==> src/rtl/sram_wait_ctl_pkg.sv <==
// Shared types and defaults for the async-SRAM wait-state controller.
// Holds the FSM state encoding and the wait-counter sizing helper.

package sram_wait_ctl_pkg;

    localparam int unsigned DEF_DATA_W  = 32;
    localparam int unsigned DEF_ADDR_W  = 20;
    localparam int unsigned DEF_RD_WAIT = 1;
    localparam int unsigned DEF_WR_WAIT = 2;

    typedef enum logic [2:0] {
        StIdle,
        StRd,
        StWsu,
        StWpl,
        StWhd
    } sram_st_e;

    // Counter must hold the largest preload value, i.e. max(RD_WAIT, WR_WAIT) - 1.
    function automatic int unsigned cnt_width(input int unsigned rd_wait,
                                              input int unsigned wr_wait);
        int unsigned max_wait;
        max_wait = (rd_wait > wr_wait) ? rd_wait : wr_wait;
        return (max_wait < 1) ? 1 : $clog2(max_wait + 1);
    endfunction

endpackage

==> src/rtl/sram_wait_ctl_if.sv <==
// CPU request/response and SRAM pin bundle for sram_wait_ctl.
// The slave modport is the controller; master is the CPU side plus SRAM model.

interface sram_wait_ctl_if
    import sram_wait_ctl_pkg::*;
#(
    parameter int unsigned DATA_W = DEF_DATA_W,
    parameter int unsigned ADDR_W = DEF_ADDR_W
) ();

    logic                  req_valid_i;
    logic                  req_ready_o;
    logic                  req_we_i;
    logic [DATA_W/8-1:0]   req_be_i;
    logic [31:0]           req_addr_i;
    logic [DATA_W-1:0]     req_wdata_i;
    logic                  resp_valid_o;
    logic [DATA_W-1:0]     resp_rdata_o;
    logic [DATA_W-1:0]     ram_rdata;
    logic [DATA_W-1:0]     ram_wdata;
    logic [ADDR_W-1:0]     ram_addr;
    logic [DATA_W/8-1:0]   ram_be_n;
    logic                  ram_ce_n;
    logic                  ram_oe_n;
    logic                  ram_we_n;

    modport slave (
        input  req_valid_i, req_we_i, req_be_i, req_addr_i, req_wdata_i, ram_rdata,
        output req_ready_o, resp_valid_o, resp_rdata_o,
        output ram_wdata, ram_addr, ram_be_n, ram_ce_n, ram_oe_n, ram_we_n
    );

    modport master (
        output req_valid_i, req_we_i, req_be_i, req_addr_i, req_wdata_i, ram_rdata,
        input  req_ready_o, resp_valid_o, resp_rdata_o,
        input  ram_wdata, ram_addr, ram_be_n, ram_ce_n, ram_oe_n, ram_we_n
    );

endinterface

==> src/rtl/sram_wait_ctl_cnt.sv <==
// Down-counter for SRAM wait states: load N-1, decrement, flag zero.
// Holds at zero rather than wrapping if decremented there.

module sram_wait_ctl_cnt
    import sram_wait_ctl_pkg::*;
#(
    parameter int unsigned WIDTH = 2
) (
    input  logic             clk_i,
    input  logic             rst_i,
    input  logic             i_load,
    input  logic [WIDTH-1:0] i_load_val,
    input  logic             i_dec,
    output logic [WIDTH-1:0] o_value,
    output logic             o_zero
);

    logic [WIDTH-1:0] r_cnt;

    always_ff @(posedge clk_i) begin
        if (rst_i) begin
            r_cnt <= '0;
        end else if (i_load) begin
            r_cnt <= i_load_val;
        end else if (i_dec && (r_cnt != '0)) begin
            r_cnt <= r_cnt - 1'b1;
        end
    end

    assign o_value = r_cnt;
    assign o_zero  = (r_cnt == '0);

endmodule

==> src/rtl/sram_wait_ctl.sv <==
// Single-port async-SRAM controller with valid/ready requests, a one-cycle response
// pulse, configurable read wait and a write setup/pulse/hold sequence.

module sram_wait_ctl
    import sram_wait_ctl_pkg::*;
#(
    parameter int unsigned DATA_W  = DEF_DATA_W,
    parameter int unsigned ADDR_W  = DEF_ADDR_W,
    parameter int unsigned RD_WAIT = DEF_RD_WAIT,
    parameter int unsigned WR_WAIT = DEF_WR_WAIT
) (
    input  logic           clk_i,
    input  logic           rst_i,
    sram_wait_ctl_if.slave bus
);

    localparam int unsigned BE_W  = DATA_W / 8;
    localparam int unsigned CNT_W = cnt_width(RD_WAIT, WR_WAIT);
    localparam logic [CNT_W-1:0] RD_LOAD = CNT_W'(RD_WAIT - 1);
    localparam logic [CNT_W-1:0] WR_LOAD = CNT_W'(WR_WAIT - 1);

    sram_st_e          r_state, w_state_d;
    logic              r_ce_n, w_ce_n_d;
    logic              r_oe_n, w_oe_n_d;
    logic              r_we_n, w_we_n_d;
    logic [BE_W-1:0]   r_be_n, w_be_n_d;
    logic [BE_W-1:0]   r_be, w_be_d;
    logic [ADDR_W-1:0] r_addr, w_addr_d;
    logic [DATA_W-1:0] r_wdata, w_wdata_d;
    logic [DATA_W-1:0] r_rdata, w_rdata_d;
    logic              r_resp, w_resp_d;

    logic              w_cnt_load;
    logic [CNT_W-1:0]  w_cnt_load_val;
    logic              w_cnt_dec;
    logic              w_cnt_zero;
    logic [CNT_W-1:0]  w_unused_cnt_value;
    logic              w_unused_addr;

    sram_wait_ctl_cnt #(
        .WIDTH (CNT_W)
    ) u_cnt (
        .clk_i      (clk_i),
        .rst_i      (rst_i),
        .i_load     (w_cnt_load),
        .i_load_val (w_cnt_load_val),
        .i_dec      (w_cnt_dec),
        .o_value    (w_unused_cnt_value),
        .o_zero     (w_cnt_zero)
    );

    // Byte offset and high address bits are don't-care.
    assign w_unused_addr = ^{bus.req_addr_i[1:0], bus.req_addr_i[31:ADDR_W+2]};

    // Strobes are computed for the next state and registered, so pins come straight from flops.
    always_comb begin
        w_state_d      = r_state;
        w_ce_n_d       = 1'b1;
        w_oe_n_d       = 1'b1;
        w_we_n_d       = 1'b1;
        w_be_n_d       = '1;
        w_be_d         = r_be;
        w_addr_d       = r_addr;
        w_wdata_d      = r_wdata;
        w_rdata_d      = r_rdata;
        w_resp_d       = 1'b0;
        w_cnt_load     = 1'b0;
        w_cnt_load_val = '0;
        w_cnt_dec      = 1'b0;

        unique case (r_state)
            StIdle: begin
                if (bus.req_valid_i) begin
                    w_addr_d  = bus.req_addr_i[ADDR_W+1:2];
                    w_wdata_d = bus.req_wdata_i;
                    w_be_d    = bus.req_be_i;
                    w_ce_n_d  = 1'b0;
                    if (bus.req_we_i) begin
                        w_state_d = StWsu;
                        w_be_n_d  = ~bus.req_be_i;
                    end else begin
                        w_state_d      = StRd;
                        w_oe_n_d       = 1'b0;
                        w_be_n_d       = '0;
                        w_cnt_load     = 1'b1;
                        w_cnt_load_val = RD_LOAD;
                    end
                end
            end
            StRd: begin
                if (w_cnt_zero) begin
                    w_state_d = StIdle;
                    w_rdata_d = bus.ram_rdata;
                    w_resp_d  = 1'b1;
                end else begin
                    w_cnt_dec = 1'b1;
                    w_ce_n_d  = 1'b0;
                    w_oe_n_d  = 1'b0;
                    w_be_n_d  = '0;
                end
            end
            StWsu: begin
                w_ce_n_d = 1'b0;
                w_be_n_d = ~r_be;
                // No enabled bytes: skip the pulse entirely so we_n never falls.
                if (r_be == '0) begin
                    w_state_d = StWhd;
                end else begin
                    w_state_d      = StWpl;
                    w_we_n_d       = 1'b0;
                    w_cnt_load     = 1'b1;
                    w_cnt_load_val = WR_LOAD;
                end
            end
            StWpl: begin
                w_ce_n_d = 1'b0;
                w_be_n_d = ~r_be;
                if (w_cnt_zero) begin
                    w_state_d = StWhd;
                end else begin
                    w_cnt_dec = 1'b1;
                    w_we_n_d  = 1'b0;
                end
            end
            StWhd: begin
                w_state_d = StIdle;
                w_resp_d  = 1'b1;
            end
            default: begin
                w_state_d = StIdle;
            end
        endcase
    end

    always_ff @(posedge clk_i) begin
        if (rst_i) begin
            r_state <= StIdle;
            r_ce_n  <= 1'b1;
            r_oe_n  <= 1'b1;
            r_we_n  <= 1'b1;
            r_be_n  <= '1;
            r_be    <= '0;
            r_addr  <= '0;
            r_wdata <= '0;
            r_rdata <= '0;
            r_resp  <= 1'b0;
        end else begin
            r_state <= w_state_d;
            r_ce_n  <= w_ce_n_d;
            r_oe_n  <= w_oe_n_d;
            r_we_n  <= w_we_n_d;
            r_be_n  <= w_be_n_d;
            r_be    <= w_be_d;
            r_addr  <= w_addr_d;
            r_wdata <= w_wdata_d;
            r_rdata <= w_rdata_d;
            r_resp  <= w_resp_d;
        end
    end

    assign bus.req_ready_o  = (r_state == StIdle);
    assign bus.resp_valid_o = r_resp;
    assign bus.resp_rdata_o = r_rdata;
    assign bus.ram_wdata    = r_wdata;
    assign bus.ram_addr     = r_addr;
    assign bus.ram_be_n     = r_be_n;
    assign bus.ram_ce_n     = r_ce_n;
    assign bus.ram_oe_n     = r_oe_n;
    assign bus.ram_we_n     = r_we_n;

endmodule

==> src/flat_wrapper.sv <==
// flat-port wrapper written by rule: the top's interface ports become plain ports
module sram_wait_ctl_flat import sram_wait_ctl_pkg::*;
#(
    parameter int unsigned DATA_W  = DEF_DATA_W,
    parameter int unsigned ADDR_W  = DEF_ADDR_W,
    parameter int unsigned RD_WAIT = DEF_RD_WAIT,
    parameter int unsigned WR_WAIT = DEF_WR_WAIT
)
  (clk_i, rst_i, bus_req_valid_i, bus_req_we_i, bus_req_be_i, bus_req_addr_i, bus_req_wdata_i, bus_ram_rdata, bus_req_ready_o, bus_resp_valid_o, bus_resp_rdata_o, bus_ram_wdata, bus_ram_addr, bus_ram_be_n, bus_ram_ce_n, bus_ram_oe_n, bus_ram_we_n);
  sram_wait_ctl_if #(.DATA_W(DATA_W), .ADDR_W(ADDR_W)) bus_i ();
  input  logic clk_i;
  input  logic rst_i;
  input wire logic [$bits(bus_i.req_valid_i)-1:0] bus_req_valid_i;
  input wire logic [$bits(bus_i.req_we_i)-1:0] bus_req_we_i;
  input wire logic [$bits(bus_i.req_be_i)-1:0] bus_req_be_i;
  input wire logic [$bits(bus_i.req_addr_i)-1:0] bus_req_addr_i;
  input wire logic [$bits(bus_i.req_wdata_i)-1:0] bus_req_wdata_i;
  input wire logic [$bits(bus_i.ram_rdata)-1:0] bus_ram_rdata;
  output wire logic [$bits(bus_i.req_ready_o)-1:0] bus_req_ready_o;
  output wire logic [$bits(bus_i.resp_valid_o)-1:0] bus_resp_valid_o;
  output wire logic [$bits(bus_i.resp_rdata_o)-1:0] bus_resp_rdata_o;
  output wire logic [$bits(bus_i.ram_wdata)-1:0] bus_ram_wdata;
  output wire logic [$bits(bus_i.ram_addr)-1:0] bus_ram_addr;
  output wire logic [$bits(bus_i.ram_be_n)-1:0] bus_ram_be_n;
  output wire logic [$bits(bus_i.ram_ce_n)-1:0] bus_ram_ce_n;
  output wire logic [$bits(bus_i.ram_oe_n)-1:0] bus_ram_oe_n;
  output wire logic [$bits(bus_i.ram_we_n)-1:0] bus_ram_we_n;
  assign bus_i.req_valid_i = bus_req_valid_i;
  assign bus_i.req_we_i = bus_req_we_i;
  assign bus_i.req_be_i = bus_req_be_i;
  assign bus_i.req_addr_i = bus_req_addr_i;
  assign bus_i.req_wdata_i = bus_req_wdata_i;
  assign bus_i.ram_rdata = bus_ram_rdata;
  assign bus_req_ready_o = bus_i.req_ready_o;
  assign bus_resp_valid_o = bus_i.resp_valid_o;
  assign bus_resp_rdata_o = bus_i.resp_rdata_o;
  assign bus_ram_wdata = bus_i.ram_wdata;
  assign bus_ram_addr = bus_i.ram_addr;
  assign bus_ram_be_n = bus_i.ram_be_n;
  assign bus_ram_ce_n = bus_i.ram_ce_n;
  assign bus_ram_oe_n = bus_i.ram_oe_n;
  assign bus_ram_we_n = bus_i.ram_we_n;
  sram_wait_ctl #(.DATA_W(DATA_W), .ADDR_W(ADDR_W), .RD_WAIT(RD_WAIT), .WR_WAIT(WR_WAIT)) u_core (.clk_i(clk_i), .rst_i(rst_i), .bus(bus_i));
endmodule
==> config.mk <==
export PLATFORM = sky130hd
export DESIGN_NAME = sram_wait_ctl_flat
export DESIGN_NICKNAME = d
export VERILOG_FILES = /design/src/rtl/sram_wait_ctl_pkg.sv /design/src/rtl/sram_wait_ctl_if.sv /design/src/rtl/sram_wait_ctl_cnt.sv /design/src/rtl/sram_wait_ctl.sv /design/src/flat_wrapper.sv
export SDC_FILE = /design/constraint.sdc
export NUM_CORES = 1
export LEC_CHECK = 0
export CAP_MARGIN = 20
export CORE_MARGIN = 5
export CORE_UTILIZATION = 35
export CTS_CLUSTER_SIZE = 10
export DETAILED_ROUTE_END_ITERATION = 12
export HOLD_SLACK_MARGIN = 0.1
export PLACE_DENSITY = 0.73
export SLEW_MARGIN = 15
export SYNTH_ARGS = -nofsm -noshare
export SYNTH_HDL_FRONTEND = slang
export SYNTH_SLANG_ARGS = --single-unit
==> constraint.sdc <==
create_clock -name clk_i -period 4.1 [get_ports clk_i]
set_input_delay 0.41 -clock clk_i [delete_from_list [all_inputs] [get_ports clk_i]]
set_output_delay 0.41 -clock clk_i [all_outputs]
set_load 0.1 [all_outputs]
==> results of run 1 <==
## metrics by stage
stage                     power [mW]  area, µm²  setup WS (ns)  utilization  instances
after global placement         2.049       5528          1.788       0.5403        736
final                          2.706       5743          1.404       0.5613        752
after detailed placement       2.060       5528          1.781       0.5403        736
after global routing           2.832       5743          1.259       0.5613        752
after floorplan                1.800       3636          1.552            -        446
after CTS                      2.739       5743          1.357       0.5613        752
## layer usage
layer	track usage	vias up
li1	-	1788
met1	0.1944	1604
met2	0.2734	125
met3	0.04565	20
met4	0.05921	0
met5	0	-
## power groups by stage
stage               sequential, mW  clock, mW  combinational (mW)
floorplan                     1.60          0               0.203
global placement              1.12          0               0.932
detailed placement            1.12          0               0.939
CTS                           1.10      0.699               0.941
global route                  1.11      0.745               0.977
finish                        1.10      0.674               0.934
## logic make-up (layout without fill, tap and decap cells)
family	Yosys count	after routing	share of synthesized area
buffers and inverters	38	208	0.05058
DFF	101	101	0.5561
muxes	2	2	0.005850
xor gates and xnor gates	1	1	0.002409
AOI/OAI and AO/OA	101	101	0.1490
adders and majority gates	1	1	0.003441
and+or+nand+nor	202	202	0.2326
## final cells by class
cell class	instances	area (µm²)
flip-flops and latches	101	2022
well taps	136	170.2
multi-input cells	307	1454
clock buffers	9	123.9
fillers	964	4488
repair buffers	188	1867
clock inverters	7	91.34
inverters	4	15.01
## worst max-delay path, cell delays in order, from the launching register on
cell	delay (ns)
dfxtp_1	0.49
nor3_2	0.27
clkdlybuf4s50_1	1.17
## synthesized netlist by cell type (all sizes together) (2+ instances only)
cell type	n	area, µm²
nand2	179	671.9
nor3b	2	20.02
nand3b	2	15.01
o21ai	3	15.01
a21oi	90	450.4
o221ai	4	35.03
or4	3	22.52
nor3	3	20.02
dfxtp	101	2022
clkbuf	17	63.81
nor4	2	12.51
nor2	4	15.01
buf	17	105.1
nor2b	2	12.51
inv	4	15.01
## state kept, by name, indices dropped and copies added, names as in the netlist
signal	count
u_core.bus.ram_addr	20
u_core.bus.ram_be_n	4
u_core.bus.ram_ce_n	1
u_core.bus.ram_oe_n	1
u_core.bus.ram_wdata	32
u_core.bus.ram_we_n	1
u_core.bus.resp_rdata_o	32
u_core.bus.resp_valid_o	1
u_core.r_be	4
u_core.r_state	3
u_core.u_cnt.o_value	2
## path summary, 6_finish.rpt
kind	cells after the start	to	start
worst max register to register	3	u_core.u_cnt.o_value[0]$_SDFFE_PP0P_	u_core.r_state[2]$_SDFFE_PP0P_
worst max-delay path	2	bus_req_ready_o	u_core.r_state[2]$_SDFFE_PP0P_
worst min register to register	2	u_core.bus.resp_rdata_o[30]$_SDFFE_PP0P_	u_core.bus.resp_rdata_o[30]$_SDFFE_PP0P_
worst min-delay path	2	u_core.bus.resp_rdata_o[30]$_SDFFE_PP0P_	u_core.bus.resp_rdata_o[30]$_SDFFE_PP0P_
==> out/qor.csv, run 1 <==
stage;metric;value;unit
critical_path;regToRegSetupSlack;2.22;ns
pwr;seqPwrFrac;0.406;
logic_synthesis;ys_ff_latch;101;
final_layout;layout_common_cells;183 x clkdlybuf4s50_1, 179 x nand2_1, 101 x dfxtp_1;
pwr;p_int;1.607;mW
critical_path;crit_fanout;12;
floorplanning;die_w;111.9;µm
pwr;power_density;471.2;nW/µm²
pwr;p_sw;1.099;mW
logic_synthesis;synth_edf_count;0;
timing;worst_pin_slew;1.014;ns
critical_path;cp-end-kind;primary output;
clocking;htreeDepth;3;
logic_synthesis;ys_async_sr_fraction;0;
logic_synthesis;syn_area;3636;µm²
global_routing;first_global_vias;3422;
final_layout;antenna_cells;0;
placed_design;numPortBuffers;184;
logic_synthesis;synthesis.nets;551;
clocking;clkTransAtPathRegs;0.10;ns
hold_path;hold_path_class;register to register;
timing;finalSetupTns;0;ns
timing;rsz0062_at_grt;false;
timing;relSlewSlack;0.3216;
route;wire_per_inst;13.78;µm
pwr;combPwrFrac;0.345;
route;wl_met3;701;µm
timing;fmax;0.3709;GHz
global_routing;track_usage;0.1612;
route;dr.pass1.iters;4;
route;top_layer;met4;
critical_path;criticalPathCategory;register to primary output;
timing;finalCritPeriodShare;0.6575;
floorplanning;top_level_ports;197;
logic_synthesis;synthCells;446;
route;drc;0;
route;finalWirelength;10.36;mm
logic_synthesis;yosysWarnings;0;
timing;slew_viol_final;0;
timing;holdWs;0.4573;ns
clocking;cts_resized;0;
global_routing;grt_max_degree;58;
pwr;vdd_drop_max;0.0002182;V
clocking;post_cts_buffers;0;
clocking;ctsHoldBuffers;0;
global_routing;grt_pass1_wl;16.84;mm
clocking;cts_root_buf;clkbuf_8;
clocking;cts_tree;built;
critical_path;cp.arrival;2.29;ns
global_routing;grt-ovfl-total;0;
critical_path;critPathLaunchType;register;
job;drv_cap;0;
final_layout;nets;716;
clocking;worstSkewPairLatency;0.36;ns
floorplanning;fp.dieArea;12530;µm²
logic_synthesis;yosysUniqueCellTypes;34;
final_layout;final_common_cell;clkdlybuf4s50_1;
clocking;numClockSinks;101;
placed_design;gp_congestion;0.7984;
floorplanning;core_area;10230;µm²
logic_synthesis;avgSynthCellArea;8.152;µm²
route;vias_per_cell;4.703;
outcome;status;finished clean;
floorplanning;rows;37;
timing;fin_skew;0.009626;ns
logic_synthesis;ys_seq_area_frac;0.5561;
route;antenna_left;0;
critical_path;worst_ep_required_time;3.69;ns
clocking;clockBufferDepth;2;
route;drt_iter0_drc;184;
final_layout;drive_gt1_frac;0.04545;
timing;post-route-min-period;2.696;ns
global_routing;antenna_found_initial;0;
pwr;p_leak;2.054;nW
route;vias;3537;
clocking;numCtsBuffers;9;
final_layout;area_delta_synth_final;57.95;%
logic_synthesis;synth_ff_type;dfxtp_1;
route;wl_met2;5.051;mm
route;wl_met1;4.364;mm
pwr;clockPowerShare;0.249;
pwr;switching_share;0.4061;
floorplanning;initial_core_util;0.3554;
floorplanning;die_y;111.9;µm
placed_design;dp_hpwl;7.386;mm
timing;hold_viol;0;
timing;setup_viol_count_final;0;
Note: power is estimated with default switching activity, not from simulation.
==> run 2, diff against run 1 <==
Clock period 4.1 ns to 2.85 ns, I/O delays scaled along.
==> run 2 against run 1 <==
Effect of this change:
- sequential power up 44%
- final area down 4.7%
- clock power up 24%
- clock skew about the same
- critical endpoint is now u_core.u_cnt.o_value[0]$_SDFFE_PP0P_
==> out/qor.csv, run 2 (synthesized netlist as in run 1, its figures left out) <==
stage;metric;value;unit
route;dr.pass1.iters;4;
clocking;post_cts_buffers;0;
timing;finalSetupTns;0;ns
critical_path;crit_buf_inv;0;
route;vias;3518;
route;drc;0;
final_layout;final_util;0.5349;
placed_design;post_dp_cell_area;5295;µm²
floorplanning;rows;37;
placed_design;numPortBuffers;184;
timing;rsz0062_at_grt;false;
timing;holdWs;0.4591;ns
clocking;clkTransAtPathRegs;0.10;ns
clocking;cts_root_buf;clkbuf_8;
pwr;power_density;681.2;nW/µm²
timing;setup_viol_count_final;0;
hold_path;hold_end;u_core.bus.ram_wdata[22]$_SDFFE_PP0P_;
hold_path;holdCritStartpoint;u_core.bus.ram_wdata[22]$_SDFFE_PP0P_;
final_layout;antenna_cells;0;
critical_path;cp_slowest_cell;or4b_4;
floorplanning;fp.dieArea;12530;µm²
placed_design;dpl_worst_slack;0.7306;ns
timing;post-route-min-period;1.893;ns
timing;layout_setup_ws;0.9571;ns
final_layout;area_delta_synth_final;50.52;%
clocking;clockBufferDepth;2;
route;drt_iter0_drc;214;
clocking;numCtsBuffers;9;
clocking;htreeDepth;3;
critical_path;critPathLaunchType;register;
final_layout;stdcell_count;751;
final_layout;stdcell_area;5473;µm²
global_routing;grt_pass1_wl;16.18;mm
critical_path;regToRegStartpoint;u_core.r_state[2]$_SDFFE_PP0P_;
global_routing;antenna_found_initial;0;
placed_design;dp.cells;736;
hold_path;hold_path_depth;2;
floorplanning;die_y;111.9;µm
floorplanning;top_level_ports;197;
final_layout;final_common_cell;nand2_1;
outcome;status;finished clean;
critical_path;criticalPathCategory;register to register;
timing;fin_skew;0.009635;ns
critical_path;cp-end-kind;register;
clocking;cts_resized;0;
clocking;cts_tree;built;
placed_design;gp_congestion;0.7943;
hold_path;hold_path_class;register to register;
pwr;total_power;3.728;mW
timing;slew_viol_final;0;
final_layout;drive_gt1_frac;0.1951;
clocking;worstSkewPairLatency;0.35;ns
timing;relSlewSlack;0.3446;
floorplanning;initial_core_util;0.3554;
pwr;p_leak;2.190;nW
placed_design;dp_hpwl;7.230;mm
route;antenna_left;0;
route;vias_per_cell;4.684;
job;drv_cap;0;
route;wire_per_inst;13.38;µm
route;finalWirelength;10.05;mm
critical_path;crit_fanout;57;
critical_path;reg2reg_to;u_core.u_cnt.o_value[0]$_SDFFE_PP0P_;
timing;fmax;0.5283;GHz
global_routing;grt_max_degree;58;
critical_path;regToRegSetupSlack;0.96;ns
timing;finalCritPeriodShare;0.6642;
clocking;numClockSinks;101;
timing;hold_viol;0;
pwr;vdd_drop_max;0.0003716;V
global_routing;track_usage;0.1536;
final_layout;nets;716;
global_routing;first_global_vias;3284;
final_layout;layout_common_cells;179 x nand2_1, 101 x dfxtp_1, 97 x buf_4;
global_routing;grt-ovfl-total;0;
floorplanning;die_w;111.9;µm
critical_path;worst_ep_required_time;3.09;ns
critical_path;cp.arrival;2.13;ns
timing;worst_pin_slew;0.9831;ns
floorplanning;core_area;10230;µm²
critical_path;crit_family;simple AND/OR/NAND/NOR gates;
critical_path;cp_slowest_stage_delay;0.90;ns
clocking;ctsHoldBuffers;0;
critical_path;path_cells;or4b_4, o21ai_1, o21ai_0;
critical_path;r2r.worst_path.cells;3;
==> run 2: layout make-up <==
cell class                      count  area [µm²]
Tap cell                          136       170.2
Inverter                            4       15.01
Timing Repair Buffer              188        1634
Multi-Input combinational cell    307        1454
Sequential cell                   101        2022
Fill cell                         975        4758
Clock inverter                      6       53.80
Clock buffer                        9       123.9
==> run 2: worst max path at each step <==
stage / startpoint / slack, ns / endpoint / cells past startpoint
6_report: u_core.r_state[2]$_SDFFE_PP0P_ / 0.96 / u_core.u_cnt.o_value[0]$_SDFFE_PP0P_ / 3
5_1_grt: u_core.r_state[2]$_SDFFE_PP0P_ / 0.84 / u_core.u_cnt.o_value[0]$_SDFFE_PP0P_ / 3
4_1_cts: u_core.r_state[2]$_SDFFE_PP0P_ / 0.94 / u_core.u_cnt.o_value[0]$_SDFFE_PP0P_ / 3
3_5_place_dp: bus_req_valid_i / 0.73 / u_core.u_cnt.o_value[0]$_SDFFE_PP0P_ / 4
3_3_place_gp: bus_req_valid_i / 0.79 / u_core.u_cnt.o_value[0]$_SDFFE_PP0P_ / 4
2_1_floorplan: u_core.r_state[0]$_SDFFE_PP0P_ / 0.30 / u_core.r_state[1]$_SDFFE_PP0P_ / 4
==> run 2: per-layer routing <==
metal | routed length [µm] | global-route usage
met2 | 4907 | 0.2630
met3 | 649 | 0.04239
met1 | 4326 | 0.1869
met4 | 164 | 0.04866
met5 | 0 | 0
==> run 2: where the power goes <==
group          switching [mW]  internal [mW]
registers              0.0651           1.52
clock network           0.508          0.330
logic                   0.978          0.330
==> run 2: worst min-delay path, delay by kind of cell, from the launching register on <==
family / cells / cell delay (ns)
compound gates: 1 / 0.05
flops: 1 / 0.32
simple gates: 1 / 0.05
==> run 3, diff against run 2 <==
Clock period 2.85 ns to 1.96 ns, I/O delays scaled along.
==> run 3 against run 2 <==
Effect of this change:
- sequential share of layout area fell by 1.1 points
- clock power is 59% higher
- fmax rose by 15%
- combinational power rose by 52%
- setup slack worse by 0.64 ns
- first-iteration DRC count shrank 37%
- critical path type unchanged
- critical endpoint is now u_core.bus.resp_rdata_o[30]$_SDFFE_PP0P_
- largest power group unchanged
==> out/qor.csv, run 3 (synthesized netlist as in run 1, its figures left out) <==
stage;metric;value;unit
placed_design;gp_congestion;0.8179;
clocking;numClockSinks;101;
hold_path;hold_end;u_core.bus.ram_addr[1]$_SDFFE_PP0P_;
outcome;status;finished clean;
global_routing;use_met3;0.05543;
critical_path;crit_fanout;22;
timing;fmax;0.6091;GHz
timing;finalCritPeriodShare;0.8377;
pwr;combPwrFrac;0.355;
route;drc;0;
hold_path;holdCritStartpoint;bus_req_addr_i[3];
route;drt_iter0_drc;135;
pwr;vdd_drop_max;0.0005127;V
critical_path;criticalPathCategory;register to register;
clocking;clkTransAtPathRegs;0.10;ns
final_layout;stdcell_area;5648;µm²
timing;fin_skew;0.01117;ns
critical_path;cp.arrival;1.91;ns
pwr;total_power;5.603;mW
timing;hold_viol;0;
placed_design;numPortBuffers;184;
timing;rsz0062_at_grt;false;
final_layout;final_util;0.5520;
pwr;clockPowerShare;0.237;
critical_path;cp-end-kind;register;
floorplanning;core_area;10230;µm²
floorplanning;die_y;111.9;µm
route;antenna_left;0;
floorplanning;fp.dieArea;12530;µm²
floorplanning;initial_core_util;0.3554;
pwr;p_int;3.367;mW
placed_design;dp.cells;747;
clocking;numCtsBuffers;9;
placed_design;dpl_worst_slack;0.1571;ns
global_routing;antenna_found_initial;0;
global_routing;grt-ovfl-total;0;
critical_path;regToRegStartpoint;u_core.u_cnt.o_value[0]$_SDFFE_PP0P_;
timing;worst_pin_slew;0.5593;ns
job;drv_cap;0;
final_layout;layout_common_cells;178 x nand2_1, 104 x buf_4, 101 x dfxtp_1;
timing;relSlewSlack;0.6237;
pwr;seqPwrFrac;0.408;
final_layout;final_common_cell;nand2_1;
floorplanning;rows;37;
placed_design;post_dp_cell_area;5436;µm²
floorplanning;die_w;111.9;µm
timing;slew_viol_final;0;
pwr;power_density;992.0;nW/µm²
critical_path;critPathLaunchType;register;
route;vias;3565;
global_routing;first_global_vias;3487;
floorplanning;top_level_ports;197;
clocking;cts_root_buf;clkbuf_8;
pwr;p_sw;2.236;mW
final_layout;nets;728;
global_routing;track_usage;0.1665;
clocking;htreeDepth;3;
route;vias_per_cell;4.666;
critical_path;worst_ep_required_time;2.23;ns
clocking;worstSkewPairLatency;0.36;ns
route;dr.pass1.iters;4;
route;wire_per_inst;13.87;µm
global_routing;gr-usage-met2;0.2718;
critical_path;reg2reg_to;u_core.bus.resp_rdata_o[30]$_SDFFE_PP0P_;
final_layout;area_delta_synth_final;55.33;%
timing;post-route-min-period;1.642;ns
global_routing;use_met1;0.2025;
clocking;cts_resized;0;
clocking;post_cts_buffers;0;
hold_path;hold_path_class;input pin to register;
global_routing;grt_max_degree;51;
final_layout;drive_gt1_frac;0.2102;
pwr;p_leak;2.283;nW
clocking;clockBufferDepth;2;
critical_path;regToRegSetupSlack;0.32;ns
pwr;switching_share;0.3991;
critical_path;r2r.worst_path.cells;6;
global_routing;grt_pass1_wl;17.29;mm
placed_design;dp_hpwl;7.825;mm
clocking;cts_tree;built;
final_layout;stdcell_count;764;
clocking;ctsHoldBuffers;1;
final_layout;antenna_cells;0;
timing;layout_setup_ws;0.3182;ns
timing;setup_viol_count_final;0;
hold_path;hold_path_depth;3;
route;finalWirelength;10.60;mm
global_routing;top_usage_layer;met2;
[run 3: cell count changes in the layout (fill, tap and decap cells not counted), sizes merged]
cell / previous run / this run
clkbuf: 9 / 11
dlygate4sd3: 0 / 1
inv: 8 / 4
buf: 98 / 109
bufinv: 0 / 1
clkinv: 1 / 3
[run 3: how the worst max path moves through the flow]
stage                                                    start                                       end  depth (start not counted)  slack (ns)
final                     u_core.u_cnt.o_value[0]$_SDFFE_PP0P_  u_core.bus.resp_rdata_o[30]$_SDFFE_PP0P_                          6        0.32
after global routing      u_core.u_cnt.o_value[0]$_SDFFE_PP0P_  u_core.bus.resp_rdata_o[23]$_SDFFE_PP0P_                          6        0.19
after CTS                       u_core.r_state[2]$_SDFFE_PP0P_                           bus_req_ready_o                          3        0.31
after detailed placement                       bus_req_valid_i     u_core.bus.ram_wdata[31]$_SDFFE_PP0P_                          5        0.16
after global placement                         bus_req_valid_i      u_core.bus.ram_addr[18]$_SDFFE_PP0P_                          5        0.19
after floorplan                 u_core.r_state[0]$_SDFFE_PP0P_            u_core.r_state[1]$_SDFFE_PP0P_                          4      -0.004
[run 3: layer usage]
layer	up-vias	share of wire
li1	1806	-
met1	1605	0.43
met2	137	0.47
met3	17	0.084
met4	0	0.020
met5	-	0
[run 3: layout make-up]
type | count | area, µm²
clock buffer | 11 | 141.4
clock inverter | 5 | 60.06
fill | 927 | 4583
inverter | 4 | 15.01
multi-input combinational | 307 | 1463
sequential | 101 | 2022
tap | 136 | 170.2
timing repair buffer | 200 | 1777
[run 3: power by group through the flow]
stage,Combinational (mW),Clock [mW],Sequential [mW]
2_1_floorplan,0.432,0,3.34
3_3_place_gp,1.98,0,2.33
3_5_place_dp,2.00,0,2.34
4_1_cts,2.00,1.38,2.29
5_1_grt,2.09,1.45,2.31
6_report,1.99,1.33,2.29
[run 3: worst max-delay path, stage by stage, from the launching register on]
cell and delay [ns]:
dfxtp_1 0.33, inv_1 0.06, ha_1 0.29, nor4bb_4 0.35, buf_4 0.30, nand2_1 0.09, a21oi_1 0.14
[run 3: through the flow]
| stage | hold WS, ns | TNS (ns) |
|---|---|---|
| after floorplan | 0.3320 | -0.003529 |
| final | 0.3739 | 0 |
| after detailed placement | 0.4469 | 0 |
| after CTS | 0.3538 | 0 |
| after global placement | 0.4422 | 0 |
| after global routing | 0.3539 | 0 |
